## config.mk

```make
export PLATFORM = sky130hd
export DESIGN_NAME = game_tick_scheduler
export DESIGN_NICKNAME = d
export VERILOG_FILES = /design/src/rtl/game_tick_scheduler_pkg.sv /design/src/rtl/game_tick_scheduler_tick_divider.sv /design/src/rtl/game_tick_scheduler.sv
export SDC_FILE = /design/constraint.sdc
export NUM_CORES = 1
export LEC_CHECK = 0
export ABC_AREA = 1
export CORE_ASPECT_RATIO = 0.6
export CORE_UTILIZATION = 35
export DETAILED_ROUTE_END_ITERATION = 16
export PLACE_DENSITY = 0.62
export RECOVER_POWER = 25
export SYNTH_ARGS = -nofsm -noshare
export SYNTH_HDL_FRONTEND = slang
export SYNTH_SLANG_ARGS = --single-unit
```

## constraint.sdc

```tcl
create_clock -name clk -period 1.55 [get_ports clk]
set_input_delay 0.2325 -clock clk [delete_from_list [all_inputs] [get_ports clk]]
set_output_delay 0.2325 -clock clk [all_outputs]
set_load 0.005 [all_outputs]
```

## src/rtl/game_tick_scheduler_pkg.sv

```systemverilog
// Shared constants for the dino game tick sequencer and its consumers
// (obstacles and audio also take their level width from here).
package game_tick_scheduler_pkg;

  localparam int unsigned DEF_DIV_SLOW  = 3;
  localparam int unsigned DEF_ACC_W     = 6;
  localparam int unsigned DEF_BASE_STEP = 32;
  localparam int unsigned DEF_STEP_INC  = 4;
  localparam int unsigned DEF_MAX_LEVEL = 7;
  localparam int unsigned LEVEL_W       = 3;

  // Largest per-frame increment; it must stay below 2**ACC_W so a frame
  // can never produce more than one obstacle tick.
  function automatic int unsigned max_step(input int unsigned base_step,
                                           input int unsigned step_inc,
                                           input int unsigned max_level);
    return base_step + step_inc * max_level;
  endfunction

endpackage

```

## src/rtl/game_tick_scheduler_tick_divider.sv

```systemverilog
// Generic modulo-N pulse divider: one output pulse every N enables, plus a
// copy of that pulse delayed by one cycle.
module game_tick_scheduler_tick_divider #(
  parameter int unsigned N = 3
) (
  input  logic clk,
  input  logic rst_n,
  input  logic en,
  output logic tick,
  output logic tick_dly
);

  localparam int unsigned CNT_W = (N > 1) ? $clog2(N) : 1;
  localparam logic [CNT_W-1:0] CNT_LAST = CNT_W'(N - 1);

  logic [CNT_W-1:0] cnt;

  always_ff @(posedge clk or negedge rst_n) begin
    if (!rst_n) begin
      cnt      <= '0;
      tick     <= 1'b0;
      tick_dly <= 1'b0;
    end else begin
      tick_dly <= tick;
      tick     <= 1'b0;
      if (en) begin
        if (cnt == CNT_LAST) begin
          cnt  <= '0;
          tick <= 1'b1;
        end else begin
          cnt <= cnt + CNT_W'(1);
        end
      end
    end
  end

endmodule

```

## src/rtl/game_tick_scheduler.sv

```systemverilog
// Central tick sequencer: slow player/score tick pair from the frame pulse,
// plus a score-accelerated obstacle tick from a phase accumulator.
module game_tick_scheduler
  import game_tick_scheduler_pkg::*;
#(
  parameter int unsigned DIV_SLOW  = DEF_DIV_SLOW,
  parameter int unsigned ACC_W     = DEF_ACC_W,
  parameter int unsigned BASE_STEP = DEF_BASE_STEP,
  parameter int unsigned STEP_INC  = DEF_STEP_INC,
  parameter int unsigned MAX_LEVEL = DEF_MAX_LEVEL
) (
  input  logic               clk,
  input  logic               rst_n,
  input  logic               frame_pulse,
  input  logic               game_start_pulse,
  input  logic               game_frozen,
  input  logic [15:0]        score,
  output logic [1:0]         tick_slow,
  output logic               tick_obstacle,
  output logic [LEVEL_W-1:0] speed_level
);

  localparam int unsigned STEP_W = ACC_W + 1;

  if (max_step(BASE_STEP, STEP_INC, MAX_LEVEL) >= (2 ** ACC_W)) begin : g_step_check
    $error("obstacle step can reach 2**ACC_W: more than one tick per frame");
  end

  logic [ACC_W-1:0]   acc;
  logic [LEVEL_W-1:0] level;
  logic [3:0]         prev_hundreds;
  logic [STEP_W-1:0]  step;
  logic [STEP_W-1:0]  acc_sum;
  logic               hundreds_changed;
  logic               level_at_max;
  logic               tick_slow_now;
  logic               tick_slow_dly;
  logic               unused_score;

  // Slow divider ignores game state so the player can still restart.
  game_tick_scheduler_tick_divider #(
    .N (DIV_SLOW)
  ) u_slow_div (
    .clk      (clk),
    .rst_n    (rst_n),
    .en       (frame_pulse),
    .tick     (tick_slow_now),
    .tick_dly (tick_slow_dly)
  );

  assign step             = STEP_W'(BASE_STEP) + STEP_W'(STEP_INC) * STEP_W'(level);
  assign acc_sum          = {1'b0, acc} + step;
  assign hundreds_changed = (score[11:8] != prev_hundreds);
  assign level_at_max     = (level == LEVEL_W'(MAX_LEVEL));
  assign unused_score     = ^{score[15:12], score[7:0]};

  always_ff @(posedge clk or negedge rst_n) begin
    if (!rst_n) begin
      acc           <= '0;
      level         <= '0;
      prev_hundreds <= '0;
      tick_obstacle <= 1'b0;
    end else begin
      prev_hundreds <= score[11:8];
      tick_obstacle <= 1'b0;
      if (game_start_pulse) begin
        // Start wins over a coincident frame: that frame gets no obstacle phase.
        acc   <= '0;
        level <= '0;
      end else begin
        if (frame_pulse && !game_frozen) begin
          acc           <= acc_sum[ACC_W-1:0];
          tick_obstacle <= acc_sum[ACC_W];
        end
        if (hundreds_changed && !game_frozen && !level_at_max) begin
          level <= level + LEVEL_W'(1);
        end
      end
    end
  end

  assign tick_slow   = {tick_slow_dly, tick_slow_now};
  assign speed_level = level;

endmodule

```

==> metrics.txt <==
outcome finished, final reports clean; CP delay by family, top buffers and inverters; Cell Area, Synth ~830 sq um; CP cell instances clkdlybuf4s50_1; skew final 5.244 ps; ys async rst share 100.0%; H-Tree Depth 1; final net count between 100 and 150; Gate power share roughly 16%; worst skew pair latency between 200 and 300 ps; Yosys reg bits 16; pins over their slew limit 0; RD Place Congestion around 0.74; I/O pins 27; register area share after synthesis 48.34%; crit path max-delay cell type clkdlybuf4s50_1; maximum vdd ir drop ~0.00060 V; Worst path max stage delay 530 ps; count of cell types in the netlist 19; cell row count 13; r2r setup slk 120 ps; Post-DRT Antenna Nets 0; vias in the first global route roughly 520; CTS tree done; Core ar. approximately 2200 sq um; Worst-Margin Slew between 800 and 900 ps; clock slew at reported path FFs around 70 ps; drc violations 0; vias per std cell roughly 4.4; Avg WL per Cell 10.21 um; Die Height between 30 and 40 um; Setup TNS 0 ps; Max Freq a little under 0.7 GHz; Fin. Hold Viols 0; PD cells approximately 1000 nW/um^2; Switching Share ~25%; clock sink total 16; final hold slack 378.9 ps; Avg Inst Size Synth between 8 and 9 sq um; Static Leakage about 0.53 nW; Critical path buffers and inverters 1; EDFF count, synth 0; initial core utilization a little under two fifths; Int Pwr 0.0007763 W; Clock power frac between 30% and 40%; Cells after Synth 97; Worst slew margin roughly 44%; footprint of the multi-input gates around 330 sq um; Max-cap violations 0; DRT iter0 DRCs 8; DRT Pass-1 Iters 4; DP HPWL 1.114 mm; Final setup violation count 0; Max clock buf depth 2; Crit path required time 1320 ps; vias roughly 620; first-pass GRT wire length 2.380 mm; CP Class reg2out; nature of the critical path startpoint register; chip width between 60 and 70 um; Setup crit end kind output port; Root Buffer clkbuf_8; Net Switching roughly 0.00026 W; worst-path fanout max 5; antenna violations before repair 0; CTS Buf Count 3; total track usage between 10% and 20%; dominant synthesized flop cell dfrtp_1; largest net degree at the start of global routing 17; Die ar. about 2600 sq um; crit share post-route 93.34%; cts hold-fix bufs 0; fill cell count between 200 and 250; RSZ-0062 raised after global routing false; arrival time worst endpoint 1210 ps; Layout area overhead 25.83%; # port buffers 14; storage element area around 400 sq um; Tightest Hold Check Type reg2reg; final global-route overflow total 0; Synth Net Count ~120; Synthesis Warnings 0; Reg power frac between 40% and 50%; DRT Wirelength about 1.5 mm; crit path time final approximately 1400 ps; number of antenna cells inserted 0; share of cells above drive strength 1 about a tenth; total power between 0.001 and 0.0015 W
-- layout by cell type, fill, tap and decap left out --
cell | Yosys | routed
nand3_1 | 8 | 8
nor2_1 | 4 | 3
clkdlybuf4s50_1 | 0 | 13
nand2_1 | 23 | 23
clkbuf_8 | 0 | 4
dfrtp_2 | 0 | 1
nor2_2 | 2 | 3
a21oi_1 | 3 | 3
o21ai_0 | 1 | 1
nand2_2 | 2 | 2
clkbuf_1 | 0 | 1
o21ai_1 | 2 | 2
nor2_4 | 1 | 1
dlygate4sd3_1 | 0 | 1
nand4_1 | 4 | 4
inv_1 | 19 | 19
dfrtp_1 | 16 | 15
a31oi_1 | 1 | 1
ha_1 | 5 | 5
nor3_1 | 1 | 1
inv_2 | 1 | 1
fa_1 | 1 | 1
-- flip-flops by register name, summed over array words and instances (netlist names) --
name                 flops
u_slow_div.cnt           2
prev_hundreds            4
acc                      4
u_slow_div.tick_dly      1
tick_obstacle            1
speed_level              3
u_slow_div.tick          1
-- final cells by class --
class | count | area share, %
multi-input combinational | 58 | 31.57
clock buffer | 4 | 5.282
timing repair buffer | 15 | 13.81
tap | 30 | 3.601
sequential | 16 | 38.54
inverter | 20 | 7.203
-- routing by layer --
metal	track usage, %	part of all wire (%)
met3	6.395	4.4
met1	18.13	52
met5	0	0
met4	8.333	1.4
met2	18.75	43
-- synthesized netlist by cell type, drive strengths merged (3+ instances only) --
library cell  instances  area share (%)
nand3                 8             4.8
ha                    5             7.6
buf                   3             3.2
inv                  20             9.1
nand2                25              12
nor2                  7             4.7
dfrtp                16              48
nand4                 4             3.0
o21ai                 3             1.8
a21oi                 3             1.8
-- power by group through the flow --
stage | combinational (W) | clock, W | sequential (W)
final | 0.000167 | 0.000371 | 0.000501
after global routing | 0.000192 | 0.000396 | 0.000509
after CTS | 0.000171 | 0.000382 | 0.000501
after detailed placement | 0.000171 | 0 | 0.000509
after global placement | 0.000163 | 0 | 0.000506
after floorplan | 0.000104 | 0 | 0.000502
-- logic make-up (layout without fill, tap and decap cells) --
family          count (synthesis)  in the layout  synth area share, %
compound gates                  7              7                4.380
simple gates                   45             45                25.07
flops                          16             16                48.34
fa+ha+maj                       6              6                9.970
buf+inv                        23             39                12.23
-- stage by stage --
stage	cell area [sq um]	cells	worst slack, ps	util [%]
after CTS	1042	143	84.31	47.46
after global routing	1042	143	50.01	47.46
after floorplan	828.3	97	204.4	-
after detailed placement	987.2	139	91.70	44.96
after global placement	987.2	139	125.8	44.96
final	1042	143	103.2	47.46
-- worst paths after layout --
check,start,to,cells past startpoint
hold / removal,u_slow_div.tick,u_slow_div.tick_dly,0
max in group asynchronous,rst_n,speed_level[0],2
setup reg to reg,speed_level[0],acc[4],7
setup / recovery,speed_level[1],speed_level[1],1
min in group asynchronous,rst_n,tick_obstacle,2
hold reg to reg,u_slow_div.tick,u_slow_div.tick_dly,0
-- what timing repair did --
item,4_1_cts,5_1_grt
resized for setup,0,2
setup endpoints to repair,0,3
buffers inserted,0,0
(Power assumes the default switching activity.)
